**src/rtl/cross_kernel_filter.sv**
```systemverilog
// Plus-shaped weighted-average filter: (4c+n+s+w+e+4)>>3 over a 2-stage
// pipeline, writing one result per accepted window into a result BRAM.
module cross_kernel_filter #(
    parameter int PIX_W      = 8,
    parameter int NUM_PIXELS = 1024,
    parameter int ADDR_W     = 10
) (
    input  logic              CLK,
    input  logic              rst,
    input  logic              start,
    input  logic              in_valid,
    input  logic [PIX_W-1:0]  in_p1,
    input  logic [PIX_W-1:0]  in_p2,
    input  logic [PIX_W-1:0]  in_p3,
    input  logic [PIX_W-1:0]  in_p4,
    input  logic [PIX_W-1:0]  in_p5,
    output logic              wr_en,
    output logic [ADDR_W-1:0] wr_addr,
    output logic [PIX_W-1:0]  wr_data,
    output logic              busy,
    output logic              done,
    output logic              overflow
);

    localparam int SW = PIX_W + 3;
    localparam int CW = $clog2(NUM_PIXELS + 1);

    typedef enum logic [1:0] {
        IDLE,
        RUN,
        FLUSH,
        DONE
    } state_t;

    state_t          state;
    logic [CW-1:0]   count;
    logic            flush_cnt;
    logic            v1;
    logic [SW-1:0]   a_sum;
    logic [SW-1:0]   b_sum;
    logic            accept;
    logic [SW-1:0]   total;

    assign accept = in_valid && (state == RUN);
    assign total  = a_sum + b_sum + SW'(4);

    // Stage 1: split the weighted sum so each adder stays shallow.
    always_ff @(posedge CLK) begin
        if (rst) begin
            v1    <= 1'b0;
            a_sum <= '0;
            b_sum <= '0;
        end else begin
            v1 <= accept;
            if (accept) begin
                a_sum <= (SW'(in_p1) << 2) + SW'(in_p2) + SW'(in_p3);
                b_sum <= SW'(in_p4) + SW'(in_p5);
            end
        end
    end

    // Stage 2: round, divide by 8 and present the BRAM write.
    always_ff @(posedge CLK) begin
        if (rst) begin
            wr_en   <= 1'b0;
            wr_data <= '0;
        end else begin
            wr_en <= v1;
            if (v1) begin
                wr_data <= total[SW-1:3];
            end
        end
    end

    // wr_addr shows the address of the write in progress, then advances.
    always_ff @(posedge CLK) begin
        if (rst) begin
            wr_addr <= '0;
        end else if (state == IDLE && start) begin
            wr_addr <= '0;
        end else if (wr_en) begin
            wr_addr <= wr_addr + 1'b1;
        end
    end

    always_ff @(posedge CLK) begin
        if (rst) begin
            state     <= IDLE;
            count     <= '0;
            flush_cnt <= 1'b0;
            busy      <= 1'b0;
            done      <= 1'b0;
            overflow  <= 1'b0;
        end else begin
            if (in_valid && state != RUN) begin
                overflow <= 1'b1;
            end
            unique case (state)
                IDLE: begin
                    done <= 1'b0;
                    if (start) begin
                        state <= RUN;
                        busy  <= 1'b1;
                        count <= '0;
                    end
                end
                RUN: begin
                    if (accept) begin
                        count <= count + 1'b1;
                        if (count == CW'(NUM_PIXELS - 1)) begin
                            state     <= FLUSH;
                            flush_cnt <= 1'b0;
                        end
                    end
                end
                FLUSH: begin
                    // Two drain cycles: the last write lands in the second.
                    if (flush_cnt) begin
                        state <= DONE;
                        done  <= 1'b1;
                        busy  <= 1'b0;
                    end else begin
                        flush_cnt <= 1'b1;
                    end
                end
                DONE: begin
                    done  <= 1'b0;
                    state <= IDLE;
                end
                default: begin
                    state <= IDLE;
                end
            endcase
        end
    end

endmodule

```
**config.mk**
```make
export PLATFORM = sky130hd
export DESIGN_NAME = cross_kernel_filter
export DESIGN_NICKNAME = d
export VERILOG_FILES = /design/src/rtl/cross_kernel_filter.sv
export SDC_FILE = /design/constraint.sdc
export NUM_CORES = 1
export LEC_CHECK = 0
export ABC_CLOCK_PERIOD_IN_PS = 3600
export CORE_MARGIN = 4
export CORE_UTILIZATION = 45
export CTS_CLUSTER_DIAMETER = 60
export DETAILED_ROUTE_END_ITERATION = 7
export GPL_TIMING_DRIVEN = 0
export HOLD_SLACK_MARGIN = 0.02
export PLACE_DENSITY = 0.7
export SLEW_MARGIN = 40
export SYNTH_ARGS = -nofsm -noshare
export SYNTH_HDL_FRONTEND = slang
export SYNTH_SLANG_ARGS = --single-unit
```
**constraint.sdc**
```tcl
create_clock -name CLK -period 3.6 [get_ports CLK]
set_input_delay 1.08 -clock CLK [delete_from_list [all_inputs] [get_ports CLK]]
set_output_delay 1.08 -clock CLK [all_outputs]
set_load 0.01 [all_outputs]
```
==> implementation parameters <==
Parameter                              Value

Timing
  Final-report max-slew violation count    0
  Post-route fraction of the period consumed by the critical path    91.6%
  Top achievable clock speed    303 MHz
  Final Setup Violations    0
  Hold Vio Cnt, Final    0
  Slack of the critical path    0.301 ns
  Min cycle time layout    3.30 ns
  Worst relative slew slack    59.4%
  RSZ-0062 raised after global routing    false
  Largest clock skew in the final design    0.00512 ns
  Worst-case hold slack    0.459 ns
  Worst Tran Pin Value    0.605 ns

Worst setup path
  Sum of buffers and inverters on the critical path    3
  Required arrival time at the worst endpoint    3.80 ns
  CP max stage delay    0.53 ns
  Launching element type of the critical path    input pin
  Top fanout value on the critical path    4
  Kind of cell adding the most delay to the critical path    adder cells
  Critical Path End Type    register
  Cell type of the slowest stage on the worst timing path    fa_1
  Critical path class    input pin to register
  Critical Path AT    3.50 ns
  Worst-path cell chain    clkdlybuf4s50_1, inv_1, fa_1, inv_1, fa_1, a211o_1, a211oi_1, a211o_1, a31oi_1

Synth
  Post-synth net total    524
  Share of the yosys chip area belonging to registers    30.9%
  Post-synthesis instance area    3690 sq um
  Number of enable flip-flop cells after synthesis    0
  List of most frequent post-synthesis cells    dfxtp_1 (57), ha_1 (39), nand2_1 (33), nor2_1 (33), a21oi_1 (31)
  Most used standard cell by instance count after synthesis    dfxtp_1
  Area fraction of the dominant cell type after synthesis    30.9%
  Top cells by area in the synthesized netlist    dfxtp_1 (31%), ha_1 (13%), fa_1 (4.3%)
  Yosys top cell by area    dfxtp_1
  Number of storage elements in the synthesis netlist    57
  Average cell area after synthesis    8.52 sq um
  Yosys warning total    0
  Synthesized instance count    433
  Dominant synthesized flop cell    dfxtp_1
  Cell variety after synth    54
  Share of synthesized registers carrying an async set or reset    0%

Final layout
  Antenna cells    0
  Area delta synth->final    27.0%
  Post-layout net count    599
  Ratio of cells with drive above 1 in the final layout    4.29%
  Fin cells    615
  Share of the core filled with cells    59.7%

Floorplanning
  Number of primary I/O pins    66
  Core area    7850 sq um
  Area of the die    9710 sq um
  Number of placement rows    32
  Die Wd    98.6 microns
  Floorplan die height    98.6 microns
  Initial standard-cell utilization of the core    47.0%

Power
  Power, Total    2.15 mW
  Highest ir drop seen on vdd    0.260 mV
  Leakage power summed over all cells    1.83 nW
  Power Density    459 nW/um^2

Clock network
  Clock root buffer    clkbuf_8
  Sink count of the clock tree    57
  Clock tree from TritonCTS    done
  Total number of H-tree levels    3
  Cts repair resizes    0
  Inserted Clock Buffers    9
  CTS clock-pin slew for the worst setup and hold paths    0.07 ns
  Number of hold buffers added after cts    0
  Clock latency at the later pin of the worst-skew pair    0.34 ns
  Maximum buffer depth of the clock tree    2
  Setup fix buffers added after clock tree synthesis    0

Run status
  Run status    completed

GRT
  Overall fraction of global-route tracks in use    18.9%
  Wire length of the first global-routing pass    15300 microns
  Overall overflow remaining after global route    0
  Via count of the first global-routing pass    3361
  Maximum number of pins on one net before global-route repair    13
  Initial antenna violation count    0

Drt
  Post-detailed-route via-to-cell ratio    5.68
  Routed vias    3492
  Antenna viol nets, final    0
  Starting DRT DRC Count    199
  DRC viols    0
  Detailed-router iteration count before antenna repair    4
  Final WL    8980 microns
  WL/cell    14.6 microns

Placement
  Final weighted congestion in routability-driven placement    0.850
  Placed Instances    599
  Post-placement setup slack    -0.0529 ns
  Placed wire-length estimate after detailed placement    6940 microns
  Count of buffers from port buffering    64

Run
  Number of max-capacitance violations reported    0

Hold path
  Path class of the lowest-slack min-delay path    register to register
[registers in the layout, indices dropped and copies added, names as in the netlist]
register / count
b_sum: 9
busy: 1
wr_data: 8
wr_addr: 10
v1: 1
flush_cnt: 1
a_sum: 11
count: 11
done: 1
overflow: 1
state: 2
wr_en: 1
[worst register-to-register path, delay by kind of cell, from the launching register on]
kind | cells | cell delay (ns)
flops | 1 | 0.32
simple gates | 1 | 0.49
compound gates | 3 | 0.65
fa+ha+maj | 2 | 0.58
buf+inv | 1 | 0.21
[per-layer routing]
layer	part of all wire, %	GRT usage (%)	vias to the layer above
met1	48	24.8	1637
met3	5.4	4.67	10
met4	0.99	4.62	0
met2	46	31.3	85
li1	-	-	1760
met5	0	0	-
[metrics by stage]
| stage | cell area, sq um | TNS (ns) |
|---|---|---|
| 2_1_floorplan | 3690 | 0 |
| 3_3_place_gp | 4460 | -0.0313 |
| 3_5_place_dp | 4460 | -0.0529 |
| 4_1_cts | 4680 | 0 |
| 5_1_grt | 4680 | 0 |
| 6_report | 4680 | 0 |
[logic make-up after synthesis]
family	after synthesis	synth area share [%]
flip-flops	57	30.9
multiplexers	5	1.42
AND/OR/NAND/NOR	151	21.0
buffers and inverters	42	4.48
XOR/XNOR	16	3.80
adder cells (fa/ha/maj)	47	17.6
AO/OA/AOI/OAI	115	20.8
[report_power, final]
| group | leakage (nW) | switching, mW | internal, mW |
|---|---|---|---|
| combinational | 1.26 | 0.424 | 0.298 |
| sequential | 0.462 | 0.0391 | 0.693 |
| clock | 0.110 | 0.298 | 0.397 |
| total | 1.83 | 0.761 | 1.39 |
[placed cells by master, fill, tap and decap left out, types with 6 or more instances in the layout]
master           Yosys  layout
nand2_1             33      33
nor2_1              33      33
inv_1               30      30
clkbuf_8             0       9
nand4_1             11      11
ha_1                39      39
a211oi_1            10      10
xor2_1              10      10
fa_1                 8       8
clkdlybuf4s50_1      0      64
dfxtp_1             57      57
or3_1                6       6
xnor2_1              6       6
clkbuf_1            11      11
nor3_1               9       9
a21oi_1             31      31
o21ai_0             25      25
nand3_1             22      22
[cell type report]
cell class	instances	area (sq um)
buffer	12	52.6
clock buffer	9	124
clock inverter	7	103
fill	727	3160
inverter	30	113
multi-input combinational	334	2380
sequential	57	1140
tap	102	128
timing repair buffer	64	641
[final timing paths]
kind | from | to | slack (ns) | cells past startpoint
hold reg to reg | a_sum[2]$_SDFFE_PP0P_ | a_sum[2]$_SDFFE_PP0P_ | 0.46 | 2
hold / removal | a_sum[2]$_SDFFE_PP0P_ | a_sum[2]$_SDFFE_PP0P_ | 0.46 | 2
setup reg to reg | a_sum[5]$_SDFFE_PP0P_ | wr_data[5]$_SDFFE_PP0P_ | 1.23 | 7
setup / recovery | in_p1[0] | a_sum[9]$_SDFFE_PP0P_ | 0.30 | 9
No activity file was read; power rests on OpenSTA's default activity.
